===== src/rtl/adder_bist.sv =====
// adder_bist: exhaustive built-in self test for a WIDTH-bit adder.
// It walks every (op_a, op_b) pair, holds each pair for MAX_COUNT cycles and
// compares {dut_cout, dut_sum} against op_a + op_b on the last cycle of that
// window. Mismatches are counted in err_count, which saturates at 255.
// Optional feature: define ADDER_BIST_FAIL_CAPTURE_EN to latch the operands
// of the first mismatch in a run (fail_valid/fail_a/fail_b). When it is not
// defined those outputs are tied to zero.
module adder_bist #(
  parameter int unsigned WIDTH     = 3,
  parameter int unsigned MAX_COUNT = 1000
) (
  input  logic             clk,
  input  logic             rst,
  input  logic             start,
  output logic [WIDTH-1:0] op_a,
  output logic [WIDTH-1:0] op_b,
  input  logic [WIDTH-1:0] dut_sum,
  input  logic             dut_cout,
  output logic             busy,
  output logic             done,
  output logic             pass,
  output logic [7:0]       err_count,
  output logic             fail_valid,
  output logic [WIDTH-1:0] fail_a,
  output logic [WIDTH-1:0] fail_b
);

  localparam int unsigned IW = 2 * WIDTH;
  localparam logic [IW-1:0] LAST_INDEX = '1;
  localparam logic [15:0] PACE_LAST = 16'(MAX_COUNT - 1);

  typedef enum logic [1:0] {
    S_IDLE,
    S_RUN,
    S_DONE
  } state_t;

  state_t        r_state;
  logic [IW-1:0] r_index;
  logic [15:0]   r_pace;
  logic [7:0]    r_err;
  logic          r_busy;
  logic          r_done;
  logic          r_pass;

  logic [WIDTH:0] w_expected;
  logic           w_mismatch;
  logic           w_sample;
  logic           w_launch;
  logic [7:0]     w_err_next;

  // Operands are simply the halves of the registered vector index.
  assign op_a      = r_index[IW-1:WIDTH];
  assign op_b      = r_index[WIDTH-1:0];
  assign busy      = r_busy;
  assign done      = r_done;
  assign pass      = r_pass;
  assign err_count = r_err;

  // Reference result and compare/strobe decoding.
  always_comb begin
    w_expected = {1'b0, op_a} + {1'b0, op_b};
    w_mismatch = ({dut_cout, dut_sum} != w_expected);
    w_sample   = (r_state == S_RUN) && (r_pace == PACE_LAST);
    w_launch   = (r_state != S_RUN) && start;
    w_err_next = r_err;
    if (w_mismatch && (r_err != 8'hFF)) begin
      w_err_next = r_err + 8'd1;
    end
  end

  // Control FSM: vector walk, pacing, error count and status outputs.
  always_ff @(posedge clk or posedge rst) begin
    if (rst) begin
      r_state <= S_IDLE;
      r_index <= '0;
      r_pace  <= '0;
      r_err   <= '0;
      r_busy  <= 1'b0;
      r_done  <= 1'b0;
      r_pass  <= 1'b0;
    end else begin
      case (r_state)
        S_IDLE, S_DONE: begin
          if (start) begin
            r_state <= S_RUN;
            r_index <= '0;
            r_pace  <= '0;
            r_err   <= '0;
            r_busy  <= 1'b1;
            r_done  <= 1'b0;
            r_pass  <= 1'b0;
          end
        end
        S_RUN: begin
          if (w_sample) begin
            r_err <= w_err_next;
            if (r_index == LAST_INDEX) begin
              // Verdict uses the count including the last vector's result.
              r_state <= S_DONE;
              r_busy  <= 1'b0;
              r_done  <= 1'b1;
              r_pass  <= (w_err_next == 8'd0);
            end else begin
              r_index <= r_index + 1'b1;
              r_pace  <= '0;
            end
          end else begin
            r_pace <= r_pace + 16'd1;
          end
        end
        default: r_state <= S_IDLE;
      endcase
    end
  end

`ifdef ADDER_BIST_FAIL_CAPTURE_EN
  logic             r_fail_valid;
  logic [WIDTH-1:0] r_fail_a;
  logic [WIDTH-1:0] r_fail_b;

  assign fail_valid = r_fail_valid;
  assign fail_a     = r_fail_a;
  assign fail_b     = r_fail_b;

  // First-mismatch capture; cleared on each new run, never overwritten within one.
  always_ff @(posedge clk or posedge rst) begin
    if (rst) begin
      r_fail_valid <= 1'b0;
      r_fail_a     <= '0;
      r_fail_b     <= '0;
    end else if (w_launch) begin
      r_fail_valid <= 1'b0;
      r_fail_a     <= '0;
      r_fail_b     <= '0;
    end else if (w_sample && w_mismatch && !r_fail_valid) begin
      r_fail_valid <= 1'b1;
      r_fail_a     <= op_a;
      r_fail_b     <= op_b;
    end
  end
`else
  assign fail_valid = 1'b0;
  assign fail_a     = '0;
  assign fail_b     = '0;
`endif

endmodule

===== config.mk =====
export PLATFORM = sky130hd
export DESIGN_NAME = adder_bist
export DESIGN_NICKNAME = d
export VERILOG_FILES = /design/src/rtl/adder_bist.sv
export SDC_FILE = /design/constraint.sdc
export NUM_CORES = 1
export LEC_CHECK = 0
export BUFFER_PORTS_ARGS = -buffer_cell sky130_fd_sc_hd__buf_2
export CORE_ASPECT_RATIO = 1.1
export CORE_MARGIN = 2
export CORE_UTILIZATION = 60
export CTS_CLUSTER_SIZE = 14
export DETAILED_ROUTE_END_ITERATION = 7
export GPL_ROUTABILITY_DRIVEN = 0
export GPL_TIMING_DRIVEN = 0
export PLACE_DENSITY = 0.87
export SKIP_CTS_REPAIR_TIMING = 1
export SYNTH_ARGS = -nofsm -noshare
export SYNTH_HDL_FRONTEND = slang
export SYNTH_SLANG_ARGS = --single-unit

===== constraint.sdc =====
create_clock -name clk -period 5.4 [get_ports clk]
set_clock_uncertainty 0.15 [all_clocks]
set_input_delay 0.54 -clock clk [delete_from_list [all_inputs] [get_ports clk]]
set_output_delay 0.54 -clock clk [all_outputs]
set_load 0.02 [all_outputs]

# [Yosys cells after proc, flatten, opt, wreduce, memory -nomap -nowiden]
# Index checks and enable logic that the tools add are counted.
[classes] reduce_logical=11 n_eq_ne=11 add_sub_neg=4 muxes=27
[ops] cell="two-way mux 16 bit" count=3
[ops] cell="one-hot mux 16 bit (2 select lines)" count=1
[ops] cell="two-way mux 8 bit" count=3
[ops] cell="two-way mux 6 bit" count=3
[ops] cell="adder 16 x 1 -> 16 bit, second input constant" count=1
[ops] cell="equality test 16 x 10 -> 1 bit, second input constant" count=1
[ops] cell="one-hot mux 8 bit (2 select lines)" count=1
[ops] cell="one-hot mux 6 bit (2 select lines)" count=1
[ops] cell="AND reduction 3 bit" count=3
[ops] cell="adder 8 x 1 -> 8 bit, second input constant" count=1
[ops] cell="logical NOT 8 bit" count=1
[ops] cell="two-way mux 1 bit" count=8
[ops] cell="!= test 8 bit, second input constant" count=1
[ops] cell="AND reduction 4 bit" count=2
[ops] cell="adder 6 x 1 -> 6 bit, second input constant" count=1
[ops] cell="equality test 6 bit, second input constant" count=1
[ops] cell="two-way mux 2 bit" count=3
[ops] cell="!= test 2 bit, second input constant" count=3
[ops] cell="one-hot mux 1 bit (2 select lines)" count=3
[ops] cell="adder 3 x 3 -> 4 bit" count=1
[ops] cell="!= test 4 bit" count=1
[ops] cell="one-hot mux 2 bit (2 select lines)" count=1
[ops] cell="!= test 3 bit, second input constant" count=1
[ops] cell="equality test 2 x 1 -> 1 bit, second input constant" count=1
[ops] cell="other kinds (6)" count=7
[totals] wordCells=60 input_bits=7 output_inout_bits=24 ff_bits=35

# [Logic depth before layout (Yosys ltp)]
# Gate-level depths: netlist of the first run.
[logic_depth] ltp_word=8 mapped_depth=10 depth_no_buf=9

# [Worst setup path before layout of the first run]
# OpenSTA, ideal clock, no wires.
[synth_timing] path_kind="flip-flop to flip-flop" startpoint="register r_index[0]" endpoint="register r_pass (netlist: pass)" stages_incl_launch_ff=11 period_less_slack_ns=2.659 path_buffers=1 t_required_ns=5.140 setup_slack_ns=2.741 setup_time_ns=0.110 arrival_ns=2.398 cell_sequence="dfrtp_1 ha_1 inv_1 fa_1 xnor2_1 xnor2_1 o2111ai_1 clkbuf_1 a211oi_1 o22ai_1 o41ai_1"
[synth_between] elab_chain_cells=8 elab_cells_between_ends=11 classes_between="add/sub (1); eq/ne (3); mux (4); reduce/logical (3)"
[synth_rtl] item="start, declared" line="39" rtl="logic [IW-1:0] r_index;"
[synth_rtl] item="start signal, assigned" line="105" rtl="r_index <= r_index + 1'b1;"
[synth_rtl] item="adder 3 x 3 -> 4 bit" line="62" rtl="w_expected = {1'b0, op_a} + {1'b0, op_b};"
[synth_rtl] item="!= test 4 bit" line="63" rtl="w_mismatch = ({dut_cout, dut_sum} != w_expected);"
[synth_rtl] item="logical AND 1 bit" line="67" rtl="if (w_mismatch && (r_err != 8'hFF)) begin"
[synth_rtl] item="two-way mux 8 bit" line="67"
[synth_rtl] item="logical NOT 8 bit" line="103" rtl="r_pass <= (w_err_next == 8'd0);"
[synth_rtl] item="two-way mux 1 bit" line="98" rtl="if (r_index == LAST_INDEX) begin"
[synth_rtl] item="two-way mux 1 bit" line="96" rtl="if (w_sample) begin"
[synth_rtl] item="one-hot mux 1 bit (2 select lines)" line="83" rtl="case (r_state)"
[synth_rtl] item="end signal, assigned" line="103"
[synth_rtl] item="end, declared" line="44" rtl="logic r_pass;"
# Parallel ways exist; a longest one is shown, timed or not. The select of a mux whose other input is x is not followed.
# A chain may end at the register's enable or synchronous reset.

# [Worst setup path in the final report of the first run]
# Ends and elaborated chain as after synthesis.

==> flow_summary.toml, run 1 <==
[run_status]
status = "finished clean"

[clock_tree]
cts_made_buffers = 5
cts_htree_levels = 2
clock_latency_ps = 350
cts_sinks = 35
cts_max_path_buffers = 2
cts-root-buf = "clkbuf_4"
cts_tree = "done"
clk_pin_slew_ps = 110

[detailed_routing]
drc = 0
vias_per_cell = 5.69
firstDrtPassIters = 4
routed_wl_mm = 4.36
drt_iter0_drc = 116
wl_per_cell_microns = 13.5
postRouteAntennaNets = 0
vias = 1833

[sta]
final_hold_viol_count = 0
setup_tns_ps = 0
fin_crit_sh = 0.531
slew_violations = 0
setup_viol = 0
rsz0062_at_grt = "false"
relSlewSlack = 0.496
fmax_mhz = 349
whs_ps = 145
worst_pin_slew_ps = 752
fin_crit_ps = 2870

[cells_and_area]
area_growth_pct = 11.5
insertedDiodeCount = 0
fillers = 283
drive_above_1_share = 0.164
nNetsFinal = 287

[floorplanning]
rows = 22
ios = 31
die_width_microns = 61.1
initial_core_util = 0.635
dieArea_sq_mm = 0.00408
coreArea_sq_mm = 0.00339
die_h_microns = 66.8

[pwr]
leakage_nw = 1.13
swShare = 0.331
switching_power_w = 0.000196
power.internal_w = 0.000396
powerDensity_mw_per_mm2 = 247
p_seq_frac = 0.546
p_clk_frac = 0.234
ir_drop_uv = 206
comb_power_share = 0.220

[place]
portBuffers = 23
hpwl_mm = 3.21

[setup_path]
path_cells = "ha_1, inv_1, fa_1, xnor2_1, xnor2_1, o2111ai_1, clkbuf_1, a211oi_1, o22ai_1, o41ai_1"
cp.required_ps = 5500
r2r_start = "r_index[0]"
endpoint_kind = "flop"
slowest_delay_ps = 460
cp.arrival_ps = 2960
cp_max_fo = 10
critPathKind = "flop to flop"
crit_top_cell = "xnor2_1"
cp-startpoint = "r_index[0]"
critPathSlowestCell = "dfrtp_1"
start_kind = "flop"
r2r_slack_ps = 2530

[synth]
ys_seq_area_frac = 0.408
synth.distinct_cells = 42
synth_area_leaders = "dfrtp_1, nand2_1, xnor2_1, xor2_1, nor2_1"
ys_warn_count = 0
avgSynthCellArea_sq_um = 9.06
synth-seq-cells = 35
syn_area_sq_mm = 0.00215
synth_top_area_cell = "dfrtp_1"
yosysTopAreaCellShare = 0.408
postSynthCellCount = 237

[global_routing]
grt_overflow = 0
grt_pass1_wl_mm = 7.31
grt_util_all_layers = 0.241
grt_max_degree = 36
antenna_found_initial = 0
grt_pass1_vias = 1675

[flow_run]
cap_violations = 0

[min_path]
hold_path_class = "input port to async pin"
[cell type report]
type / instances / area [sq um] / area share
Buffer: 15 / 86.3 / 0.0360
Clock buffer: 7 / 45.0 / 0.0188
Clock inverter: 1 / 5.00 / 0.00209
Inverter: 9 / 33.8 / 0.0141
Multi-Input combinational cell: 184 / 1170 / 0.490
Sequential cell: 35 / 876 / 0.366
Tap cell: 48 / 60.1 / 0.0251
Timing Repair Buffer: 23 / 115 / 0.0480
[power by group through the flow]
stage | registers [W] | logic (W) | clock network (W)
3_5_place_dp | 0.000327 | 0.000131 | 0
5_1_grt | 0.000328 | 0.000145 | 0.000154
6_report | 0.000323 | 0.000130 | 0.000139
3_3_place_gp | 0.000326 | 0.000124 | 0
4_1_cts | 0.000322 | 0.000131 | 0.000141
2_1_floorplan | 0.000321 | 0.000101 | 0
[cell usage after synthesis]
master / number
nor3_1: 2
inv_1: 9
a41oi_1: 1
xor2_1: 10
o21ba_2: 1
mux2i_1: 5
o31ai_4: 1
o21a_1: 3
nand3_1: 14
nand2b_1: 4
nor2b_1: 3
o22ai_1: 3
xnor2_1: 12
and2_1: 2
or4b_2: 1
o2111ai_1: 1
ha_1: 6
and4_1: 2
a21oi_1: 2
dfrtp_1: 35
a211oi_1: 8
or4_1: 3
buf_4: 7
nor3b_1: 2
a21o_1: 3
o21ai_2: 1
nand4_1: 9
clkbuf_1: 5
buf_2: 3
or2_2: 1
and3_1: 9
o211ai_1: 1
fa_1: 1
nor2_1: 21
conb_1: 1
o21ai_0: 5
o41ai_1: 1
nor4_1: 3
nand2_1: 28
a2111oi_0: 1
o311ai_0: 1
a31oi_1: 6
[registers in the layout (all words and copies together), names as in the netlist]
signal and count:
r_index 6, r_pace 16, pass 1, err_count 8, r_state 2, done 1
busy 1
[per-stage QoR]
step / utilization / cells / instance area, sq um / setup WS [ps] / power (W)
2_1_floorplan: - / 243 / 2170 / 2740 / 0.000422
3_3_place_gp: 0.693 / 314 / 2350 / 2580 / 0.000451
3_5_place_dp: 0.693 / 314 / 2350 / 2520 / 0.000458
4_1_cts: 0.708 / 322 / 2400 / 2500 / 0.000595
5_1_grt: 0.708 / 322 / 2400 / 2300 / 0.000627
6_report: 0.708 / 322 / 2400 / 2530 / 0.000592
[metal layers]
metal  track usage  vias up  routed length [microns]
li1              -      905                        -
met1         0.295      884                     1880
met2         0.420       38                     2270
met3        0.0524        6                      171
met4        0.0625        0                       41
met5             0        -                        0
[layout by cell type, fill, tap and decap left out, drive strengths merged, types with 2 or more instances in the layout]
cell type,Yosys,layout
nor2b,3,3
nand3,14,14
a21o,3,3
nor2,21,21
conb,1,7
a21oi,2,2
a31oi,6,6
clkbuf,5,12
o21ai,6,6
nand2,28,28
o21a,3,3
mux2i,5,5
and3,9,9
nand2b,4,4
or4,3,3
inv,9,9
nand4,9,9
xnor2,12,12
ha,6,6
xor2,10,10
nor3,2,2
buf,10,33
and4,2,2
a211oi,8,8
nor3b,2,2
o22ai,3,3
nor4,3,3
and2,2,2
dfrtp,35,35
[cells by family after synthesis]
family	share of synthesized area
AO/OA/AOI/OAI	0.134
XOR/XNOR	0.0897
adder cells (fa/ha/maj)	0.0443
buffers and inverters	0.0559
flip-flops	0.408
multiplexers	0.0233
other	0.00175
AND/OR/NAND/NOR	0.243
[worst paths after layout]
check	endpoint	depth (start not counted)
max	pass	10
min	r_pace[15]	2
max reg2reg	pass	10
min reg2reg	busy	2
max in group asynchronous	r_index[2]	2
min in group clk	r_state[1]	4
[critical path: cells and delay by family (launching register included)]
kind / cells / cell delay [ps]
flops: 1 / 460
buf+inv: 2 / 290
fa+ha+maj: 2 / 580
xor+xnor: 2 / 330
compound gates: 4 / 940
No activity file was read; power rests on OpenSTA's default activity.
==> inputs of run 2 (changes only) <==
--- a/config.mk
+++ b/config.mk
@@ -8,12 +8,12 @@
 export BUFFER_PORTS_ARGS = -buffer_cell sky130_fd_sc_hd__buf_2
 export CORE_ASPECT_RATIO = 1.1
 export CORE_MARGIN = 2
-export CORE_UTILIZATION = 60
+export CORE_UTILIZATION = 51
 export CTS_CLUSTER_SIZE = 14
 export DETAILED_ROUTE_END_ITERATION = 7
 export GPL_ROUTABILITY_DRIVEN = 0
 export GPL_TIMING_DRIVEN = 0
-export PLACE_DENSITY = 0.87
+export PLACE_DENSITY = 0.79
 export SKIP_CTS_REPAIR_TIMING = 1
 export SYNTH_ARGS = -nofsm -noshare
 export SYNTH_HDL_FRONTEND = slang
==> constraint.sdc (replaced) <==
create_clock -name clk -period 2.45 [get_ports clk]
set_clock_uncertainty 0.15 [all_clocks]
set_input_delay 0.245 -clock clk [delete_from_list [all_inputs] [get_ports clk]]
set_output_delay 0.245 -clock clk [all_outputs]
set_load 0.02 [all_outputs]
==> run 2 against run 1 <==
  * The flow now finishes with violations (negative setup slack)
  * Critical path type unchanged
  * Final cell count increased by 7.5%
  * Register-to-register slack got worse by 2800 ps
  * Sequential power is 120% higher
  * Critical endpoint is now r_index[2]
==> flow_summary.toml, run 2 (synthesized netlist as in run 1, its figures left out) <==
[detailed_routing]
vias_per_cell = 5.68
wl_per_cell_microns = 15.6
drt_iter0_drc = 117
postRouteAntennaNets = 0
firstDrtPassIters = 4
drc = 0
vias = 1966
routed_wl_mm = 5.41

[sta]
worst_pin_slew_ps = 774
final_hold_viol_count = 0
setup_viol = 28
setup_tns_ps = -3830
fmax_mhz = 369
fin_crit_sh = 1.11
slew_violations = 0
rsz0062_at_grt = "true"
fin_crit_ps = 2710
relSlewSlack = 0.481
finalWorstSetupSlack_ps = -260

[floorplanning]
coreArea_sq_mm = 0.00399
dieArea_sq_mm = 0.00475
ios = 31
initial_core_util = 0.538
die_h_microns = 72.1
die_width_microns = 65.9
rows = 24

[setup_path]
start_kind = "flop"
path_cells = "or4_1, or4_1, buf_6, o31ai_4, nand2_1, xor2_1, nor2_1"
endpoint_kind = "flop"
path_buf_inv = 1
crit_top_cell = "or4_1"
path_delay_family = "simple AND/OR/NAND/NOR gates"
cp.required_ps = 2510
cp_max_fo = 7
r2r_slack_ps = -260
cp.arrival_ps = 2770
slowest_delay_ps = 550
critPathSlowestCell = "or4_1"
critPathKind = "flop to flop"

[clock_tree]
cts_sinks = 35
cts_max_path_buffers = 2
cts_tree = "done"
clock_latency_ps = 290
cts_htree_levels = 2
cts_made_buffers = 5
cts-root-buf = "clkbuf_8"
clk_pin_slew_ps = 70

[cells_and_area]
largest_reg_flops = 16
final_common_cell = "dfrtp_1"
insertedDiodeCount = 0
drive_above_1_share = 0.330
regMostFlops = "r_pace"
area_growth_pct = 32.2
fillers = 303
layout_common_cells = "dfrtp_1, nand2_1, buf_2"
multi_input_area_sq_mm = 0.00133
nNetsFinal = 307
regArea_sq_um = 882

[pwr]
comb_power_share = 0.246
swShare = 0.304
powerDensity_mw_per_mm2 = 569
p_clk_frac = 0.317
total_power_w = 0.00162
power.internal_w = 0.00112
leakage_nw = 1.27
switching_power_w = 0.000491
p_seq_frac = 0.437
ir_drop_uv = 401

[place]
hpwl_mm = 3.37
portBuffers = 23

[global_routing]
grt_max_degree = 36
antenna_found_initial = 0
grt_pass1_wl_mm = 7.91
grt_busiest_layer = "met2"
grt_util_all_layers = 0.217
grt_pass1_vias = 1774
grt_overflow = 0
gr-usage-met2 = 0.380
use_met1 = 0.252
met3_usage = 0.0558

[flow_run]
cap_violations = 0

[min_path]
hold_path_class = "input port to flop"

[run_status]
violations = "negative setup slack"
status = "complete, but fails checks"
run 2: changes by cell type in the layout (fill, tap and decap cells not counted), moves of 7 or more:
cell    delta
buf_4     +15
buf_6      +7
nor2_1    -12
nor2_4     +7
run 2: per-layer routing:
layer | routed length (microns) | up-vias
li1 | - | 949
met1 | 2240 | 954
met2 | 2820 | 51
met3 | 211 | 12
met4 | 139 | 0
met5 | 0 | -
run 2: final timing paths:
check,end,cells past startpoint,from
setup / recovery,r_index[2],7,r_pace[13]
hold / removal,r_state[1],4,start
setup reg to reg,r_index[2],7,r_pace[13]
hold reg to reg,busy,2,busy
max in group asynchronous,r_pace[13],3,rst
min in group asynchronous,err_count[0],3,rst
run 2: final cells by class:
cell class / instances / area share
repair buffers: 44 / 0.108
clock buffers: 7 / 0.0269
plain buffers: 14 / 0.0396
clock inverters: 1 / 0.0106
flip-flops and latches: 35 / 0.311
inverters: 9 / 0.0119
well taps: 52 / 0.0229
multi-input cells: 184 / 0.469
run 2: power groups by stage:
| stage | clock [W] | combinational, W | sequential (W) |
|---|---|---|---|
| after floorplan | 0 | 0.000225 | 0.000710 |
| after global placement | 0 | 0.000277 | 0.000717 |
| after detailed placement | 0 | 0.000289 | 0.000721 |
| after CTS | 0.000526 | 0.000295 | 0.000710 |
| after global routing | 0.000553 | 0.000437 | 0.000712 |
| final | 0.000512 | 0.000398 | 0.000706 |
run 2: through the flow:
stage / worst slack (ps) / utilization / hold slack, ps / instance area [sq um] / cells
after CTS: -279 / 0.626 / 67.8 / 2500 / 326
after global routing: -371 / 0.711 / 78.0 / 2840 / 346
after floorplan: -18.8 / - / 243 / 2210 / 243
after detailed placement: -258 / 0.600 / 321 / 2390 / 318
final: -260 / 0.711 / 74.8 / 2840 / 346
after global placement: -190 / 0.600 / 318 / 2390 / 318
run 2: worst register-to-register path, delay by kind of cell (launching register included):
kind | cells | cell delay (ps)
flip-flops | 1 | 430
AO/OA/AOI/OAI | 1 | 380
AND/OR/NAND/NOR | 4 | 1350
buffers and inverters | 1 | 160
XOR/XNOR | 1 | 160
